===== config.mk =====
export PLATFORM = sky130hd
export DESIGN_NAME = result_frame_decoder_flat
export DESIGN_NICKNAME = d
export VERILOG_FILES = /design/src/rtl/result_frame_decoder_pkg.sv /design/src/rtl/result_frame_decoder_if.sv /design/src/rtl/result_frame_checker.sv /design/src/rtl/result_frame_decoder.sv /design/src/flat_wrapper.sv
export SDC_FILE = /design/constraint.sdc
export NUM_CORES = 1
export LEC_CHECK = 0
export ABC_AREA = 1
export CAP_MARGIN = 20
export CELL_PAD_IN_SITES_DETAIL_PLACEMENT = 0
export CELL_PAD_IN_SITES_GLOBAL_PLACEMENT = 1
export CORE_ASPECT_RATIO = 1.75
export CORE_MARGIN = 4
export CORE_UTILIZATION = 39
export CTS_CLUSTER_DIAMETER = 60
export DETAILED_ROUTE_END_ITERATION = 8
export PLACE_DENSITY = 0.79
export REMOVE_ABC_BUFFERS = 1
export SYNTH_ARGS = -nofsm -noshare
export SYNTH_HDL_FRONTEND = slang
export SYNTH_HIERARCHICAL = 1
export SYNTH_SLANG_ARGS = --single-unit

===== constraint.sdc =====
create_clock -name clk -period 1.57 [get_ports clk]
set_input_delay 0.2355 -clock clk [delete_from_list [all_inputs] [get_ports clk]]
set_output_delay 0.2355 -clock clk [all_outputs]
set_load 0.1 [all_outputs]

===== src/rtl/result_frame_decoder_pkg.sv =====
// Shared result-frame layout constants, used by both the decoder and the UART transmit side.
package result_frame_decoder_pkg;

  localparam int FRAME_BYTES = 64;
  localparam int FRAME_BITS  = FRAME_BYTES * 8;

  localparam logic [63:0] FRAME_TRAILER = 64'hdead432987beefaa;
  localparam logic [7:0]  FRAME_MARKER  = 8'haa;

  // Bit offsets inside the frame; byte k occupies bits [8k+7:8k].
  localparam int HASH_LSB     = 0;
  localparam int HASH_BITS    = 256;
  localparam int MARKER_A_LSB = 256;
  localparam int NONCE_LSB    = 264;
  localparam int NONCE_BITS   = 32;
  localparam int MARKER_B_LSB = 296;
  localparam int TRAILER_LSB  = 448;
  localparam int TRAILER_BITS = 64;
  localparam int DIFF_LSB     = 232;
  localparam int DIFF_BITS    = 24;

  typedef enum logic {
    HUNT = 1'b0,
    FULL = 1'b1
  } state_e;

endpackage


===== src/rtl/result_frame_decoder_if.sv =====
// Decoded-frame output channel: hash/nonce presented under a valid/ready handshake.
interface result_frame_decoder_if;
  import result_frame_decoder_pkg::*;

  logic [HASH_BITS-1:0]  out_hash;
  logic [NONCE_BITS-1:0] out_nonce;
  logic                  out_valid;
  logic                  out_ready;

  modport master (
    output out_hash,
    output out_nonce,
    output out_valid,
    input  out_ready
  );

  modport slave (
    input  out_hash,
    input  out_nonce,
    input  out_valid,
    output out_ready
  );
endinterface


===== src/rtl/result_frame_checker.sv =====
// Combinational trailer/marker compare of a candidate frame window.
// RESULT_DIFF_CHECK_EN adds a leading-zero difficulty check on hash[255:232].
module result_frame_checker
  import result_frame_decoder_pkg::*;
(
  input  logic [TRAILER_BITS-1:0] trailer,
  input  logic [7:0]              marker_a,
  input  logic [7:0]              marker_b,
`ifdef RESULT_DIFF_CHECK_EN
  input  logic [DIFF_BITS-1:0]    diff,
`endif
  output logic                    frame_good,
  output logic                    frame_bad
);

  logic trailer_ok;
  logic body_ok;

  assign trailer_ok = (trailer == FRAME_TRAILER);

`ifdef RESULT_DIFF_CHECK_EN
  assign body_ok = (marker_a == FRAME_MARKER) && (marker_b == FRAME_MARKER) && (diff == '0);
`else
  assign body_ok = (marker_a == FRAME_MARKER) && (marker_b == FRAME_MARKER);
`endif

  // A trailer hit always ends the frame; the body decides good versus rejected.
  assign frame_good = trailer_ok && body_ok;
  assign frame_bad  = trailer_ok && !body_ok;

endmodule


===== src/rtl/result_frame_decoder.sv =====
// Sliding-window decoder for the 64-byte miner result frame, with idle-timeout resync.
// Optional macro RESULT_DIFF_CHECK_EN enables the difficulty check in result_frame_checker.
module result_frame_decoder
  import result_frame_decoder_pkg::*;
#(
  parameter int IDLE_TIMEOUT = 20000,
  parameter int CNT_WIDTH    = 16
) (
  input  logic                      clk,
  input  logic                      rst_n,
  input  logic [7:0]                in_byte,
  input  logic                      in_valid,
  result_frame_decoder_if.master    frame_out,
  output logic [CNT_WIDTH-1:0]      frame_count,
  output logic [CNT_WIDTH-1:0]      err_count
);

  localparam int                   IDLE_W   = $clog2(IDLE_TIMEOUT + 1);
  localparam logic [IDLE_W-1:0]    IDLE_MAX = IDLE_W'(IDLE_TIMEOUT);
  localparam logic [6:0]           CNT_FULL = 7'(FRAME_BYTES);
  localparam logic [6:0]           CNT_LAST = 7'(FRAME_BYTES - 1);
  localparam logic [CNT_WIDTH-1:0] ERR_SAT  = '1;

  logic [FRAME_BITS-1:0] window;
  logic [FRAME_BITS-1:0] window_next;
  logic [6:0]            byte_cnt;
  logic [IDLE_W-1:0]     idle_cnt;
  state_e                state;

  logic check_en;
  logic chk_good;
  logic chk_bad;
  logic frame_good;
  logic frame_bad;
  logic trailer_hit;
  logic can_load;
  logic idle_expired;

  // The check looks at the window as it will be after this byte shifts in.
  assign window_next = {in_byte, window[FRAME_BITS-1:8]};
  assign check_en    = in_valid && ((state == FULL) || (byte_cnt == CNT_LAST));
  assign frame_good  = check_en && chk_good;
  assign frame_bad   = check_en && chk_bad;
  assign trailer_hit = frame_good || frame_bad;
  assign can_load    = !frame_out.out_valid || frame_out.out_ready;
  assign idle_expired = !in_valid && (idle_cnt == IDLE_MAX) && (byte_cnt != '0);

  result_frame_checker u_checker (
    .trailer    (window_next[TRAILER_LSB +: TRAILER_BITS]),
    .marker_a   (window_next[MARKER_A_LSB +: 8]),
    .marker_b   (window_next[MARKER_B_LSB +: 8]),
`ifdef RESULT_DIFF_CHECK_EN
    .diff       (window_next[DIFF_LSB +: DIFF_BITS]),
`endif
    .frame_good (chk_good),
    .frame_bad  (chk_bad)
  );

  // NOTE: all state here is sequential, so every assignment is non-blocking;
  // mixing in blocking assignments would make the result depend on statement order.
  always_ff @(posedge clk or negedge rst_n) begin
    if (!rst_n) begin
      window              <= '0;
      byte_cnt            <= '0;
      idle_cnt            <= '0;
      state               <= HUNT;
      frame_out.out_valid <= 1'b0;
      frame_out.out_hash  <= '0;
      frame_out.out_nonce <= '0;
      frame_count         <= '0;
      err_count           <= '0;
    end else begin
      if (in_valid) begin
        window   <= window_next;
        idle_cnt <= '0;
      end else if (idle_cnt != IDLE_MAX) begin
        idle_cnt <= idle_cnt + 1'b1;
      end

      case (state)
        HUNT: begin
          if (trailer_hit || idle_expired) begin
            byte_cnt <= '0;
          end else if (in_valid) begin
            byte_cnt <= byte_cnt + 1'b1;
            if (byte_cnt == CNT_LAST) state <= FULL;
          end
        end
        FULL: begin
          // byte_cnt stays saturated at a full frame while sliding.
          if (trailer_hit || idle_expired) begin
            byte_cnt <= '0;
            state    <= HUNT;
          end else begin
            byte_cnt <= CNT_FULL;
          end
        end
        default: begin
          byte_cnt <= '0;
          state    <= HUNT;
        end
      endcase

      if (frame_good && can_load) begin
        frame_out.out_hash  <= window_next[HASH_LSB +: HASH_BITS];
        frame_out.out_nonce <= window_next[NONCE_LSB +: NONCE_BITS];
        frame_out.out_valid <= 1'b1;
        frame_count         <= frame_count + 1'b1;
      end else if (frame_out.out_valid && frame_out.out_ready) begin
        frame_out.out_valid <= 1'b0;
      end

      // Rejected frames and good frames dropped behind a stalled consumer both count.
      if ((frame_bad || (frame_good && !can_load)) && (err_count != ERR_SAT)) begin
        err_count <= err_count + 1'b1;
      end
    end
  end

endmodule


===== src/flat_wrapper.sv =====
// flat-port wrapper written by rule: the top's interface ports become plain ports
module result_frame_decoder_flat import result_frame_decoder_pkg::*;
#(
  parameter int IDLE_TIMEOUT = 20000,
  parameter int CNT_WIDTH    = 16
)
  (clk, rst_n, in_byte, in_valid, frame_count, err_count, frame_out_out_hash, frame_out_out_nonce, frame_out_out_valid, frame_out_out_ready);
  result_frame_decoder_if frame_out_i ();
  input  logic clk;
  input  logic rst_n;
  input  logic [7:0] in_byte;
  input  logic in_valid;
  output logic [CNT_WIDTH-1:0] frame_count;
  output logic [CNT_WIDTH-1:0] err_count;
  output wire logic [$bits(frame_out_i.out_hash)-1:0] frame_out_out_hash;
  output wire logic [$bits(frame_out_i.out_nonce)-1:0] frame_out_out_nonce;
  output wire logic [$bits(frame_out_i.out_valid)-1:0] frame_out_out_valid;
  input wire logic [$bits(frame_out_i.out_ready)-1:0] frame_out_out_ready;
  assign frame_out_out_hash = frame_out_i.out_hash;
  assign frame_out_out_nonce = frame_out_i.out_nonce;
  assign frame_out_out_valid = frame_out_i.out_valid;
  assign frame_out_i.out_ready = frame_out_out_ready;
  result_frame_decoder #(.IDLE_TIMEOUT(IDLE_TIMEOUT), .CNT_WIDTH(CNT_WIDTH)) u_core (.clk(clk), .rst_n(rst_n), .in_byte(in_byte), .in_valid(in_valid), .frame_out(frame_out_i), .frame_count(frame_count), .err_count(err_count));
endmodule

==> impl_metrics.yaml <==
run_status:
  outcome: "finished, violations left"
  violations: "negative setup slack"
cells_and_area:
  nFillCells: 6962
  multi_input_area_mm2: 0.00969
  final_util_pct: 55.4
  diodes: 0
  syn2layout_area_growth_pct: 40.8
  final_nets: 4069
  seq_area_mm2: 0.0212
  drive_above_1_share_pct: 19.2
cts:
  clock-sinks: 848
  worstSkewPairLatency_ns: 0.64
  cts_tree: "built"
  numCtsBuffers: 81
  clockRootBuffer: "clkbuf_16"
  htreeDepth: 3
  clk_path_buf_depth: 3
  path_clk_slew_ns: 0.07
power:
  power_leakage_nw: 21.6
  powerDensity_mw_per_mm2: 1050
  peakVddDrop_mv: 0.830
synth:
  synth_cell_types: 26
  synthArstFlopShare_pct: 100
  netlist_area_mm2: 0.0327
  yosysMostFrequentCell: "nand2_1"
  netlist_top_cells_count: "nand2_1, dfrtp_1, inv_1"
  synth-edff-count: 0
  synth_top_area_cell: "dfrtp_1"
  synthTopCellsByArea: "dfrtp_1, nand2_1, o21ai_0"
  seq_area_frac_synth_pct: 64.8
  synth_top_area_share_pct: 64.8
  ys_seq_elements: 848
  synth.avg_cell_area_um2: 9.14
  synthCells: 3579
  ys.flop_type: "dfrtp_1"
  yosys_warnings: 6
timing:
  worstMarginPinSlew_ns: 0.543
  hold_viol: 0
  timing.hold.ws_ns: 0.0604
  rsz0062_at_grt: "true"
  setup_viol: 350
  fin_ws_ns: -0.583
  fmax_mhz: 465
  fin_crit_sh_pct: 137
  layout_min_cycle_time_ns: 2.15
  setup_tns_ns: -161.55
  slew_headroom_pct: 63.8
  final_max_slew_viol_count: 0
  fin_skew_ns: 0.0225
floorplanning:
  die-area_mm2: 0.0888
  fp.dieW_um: 227
  die_y_um: 391
  rows: 140
  coreArea_mm2: 0.0832
  floorplan.initialDensity_pct: 39.3
  ios: 333
grt:
  grt_pass1_vias: 24100
  grt_overflow_total: 0
  antenna_found_initial: 0
  grt_use_total_pct: 17.9
  grt_max_degree: 132
  grt_pass1_wl_um: 130000
setup_path:
  reg2reg_to: "u_core/frame_out.out_hash[144]"
  crit_type: "reg -> reg"
  rr_worst_depth: 11
  arrival_ns: 2.68
  cp_max_fo: 12
  rrSetupSlack_ns: -0.58
  cp.required_ns: 2.09
  start_kind: "register"
  worstReg2RegStart: "u_core/window[266]"
  worstSetupEndpointType: "register"
placed_design:
  routabilityCongestion: 0.807
  place_hpwl_um: 52900
  numPortBuffers: 332
drt:
  viasPerCell: 4.80
  wl_per_cell_um: 16.3
  wirelength_um: 84200
  drt-initial-drc-count: 1703
  drtPass1Iterations: 5
  drcViolationCount: 0
  ant_nets: 0
  num_vias: 24900
worst_hold_path:
  hp-class: "in -> async"
flow_run:
  drv_cap: 0
registers in the layout (all words and copies together) (netlist names):
| signal | flops |
|---|---|
| u_core/state | 1 |
| u_core/frame_count | 16 |
| u_core/idle_cnt | 15 |
| u_core/frame_out.out_nonce | 32 |
| u_core/err_count | 16 |
| u_core/frame_out.out_valid | 1 |
| u_core/byte_cnt | 7 |
| u_core/window | 504 |
| u_core/frame_out.out_hash | 256 |
layout by cell type, fill, tap and decap left out, types with 23 or more instances in the layout:
master        n
buf_12      354
nand3_1      46
dfrtp_1     848
o21ai_1     260
buf_4       145
inv_1       365
clkbuf_16   110
nand4_1      23
o21ai_2      38
nand2_1    1313
o21ai_0     309
nor2_1       75
nand2_2      36
worst max path at each step:
stage,startpoint,endpoint,slack (ns)
finish,u_core/window[266],u_core/frame_out.out_hash[144],-0.58
floorplan,in_valid,u_core/frame_count[6],-8.22
detailed placement,in_byte[1],u_core/frame_out.out_hash[187],-0.85
global route,u_core/window[459],u_core/frame_out.out_hash[164],-0.72
global placement,in_byte[1],u_core/frame_count[10],-0.78
CTS,u_core/window[458],u_core/frame_out.out_hash[71],-0.56
layout make-up:
| cell class | count | share of cell area (%) |
|---|---|---|
| multi-input combinational | 2181 | 21.0 |
| clock inverter | 38 | 1.33 |
| inverter | 368 | 3.04 |
| timing repair buffer | 571 | 20.8 |
| clock buffer | 109 | 4.85 |
| tap | 1065 | 2.89 |
| sequential | 848 | 46.1 |
what timing repair did:
action,in CTS,in global routing
gates resized for setup,18,152
setup buffers,0,7
hold buffers,2,0
pin swaps,3,8
setup endpoints to repair,453,460
cloned,4,38
endpoints found under the hold margin,587,0
critical path: stages (launching register included):
cell	delay (ns)
dfrtp_1	0.38
inv_1	0.11
nand4_1	0.24
nor2_1	0.20
nand2_2	0.12
nor2_4	0.16
nand3_4	0.12
buf_12	0.18
clkbuf_16	0.20
clkbuf_16	0.18
nand2_1	0.06
o21ai_1	0.06
report_power, final:
| part | switching, W | leakage, nW | total, W | internal [W] |
|---|---|---|---|---|
| registers | 0.000824 | 11.6 | 0.0242 | 0.0234 |
| logic | 0.00210 | 8.56 | 0.00329 | 0.00119 |
| clock network | 0.00858 | 1.38 | 0.0210 | 0.0124 |
| total | 0.0115 | 21.6 | 0.0485 | 0.0370 |
stage by stage:
step	area [um2]	power (W)	instances	worst slack (ns)
after global placement	41600	0.0278	4982	-0.777
after global routing	46100	0.0507	5180	-0.723
final	46100	0.0485	5180	-0.583
after floorplan	31900	0.0259	3396	-8.22
after detailed placement	41600	0.0279	4982	-0.848
after CTS	44600	0.0491	5135	-0.563
metal layers:
metal	wire length [um]	global-route usage [%]
met1	36000	24.7
met2	42100	29.3
met3	4450	3.47
met4	1690	4.34
met5	0	0
cell families (layout without fill, tap and decap cells):
kind of cell    after synthesis  in the layout  synth area share, %
fa+ha+maj                     6              6                0.229
flops                       848            848                 64.8
compound gates              619            619                 9.49
xor+xnor                     22             22                0.589
simple gates               1533           1534                 18.1
buf+inv                     551           1086                 6.78
(Power assumes the default switching activity.)
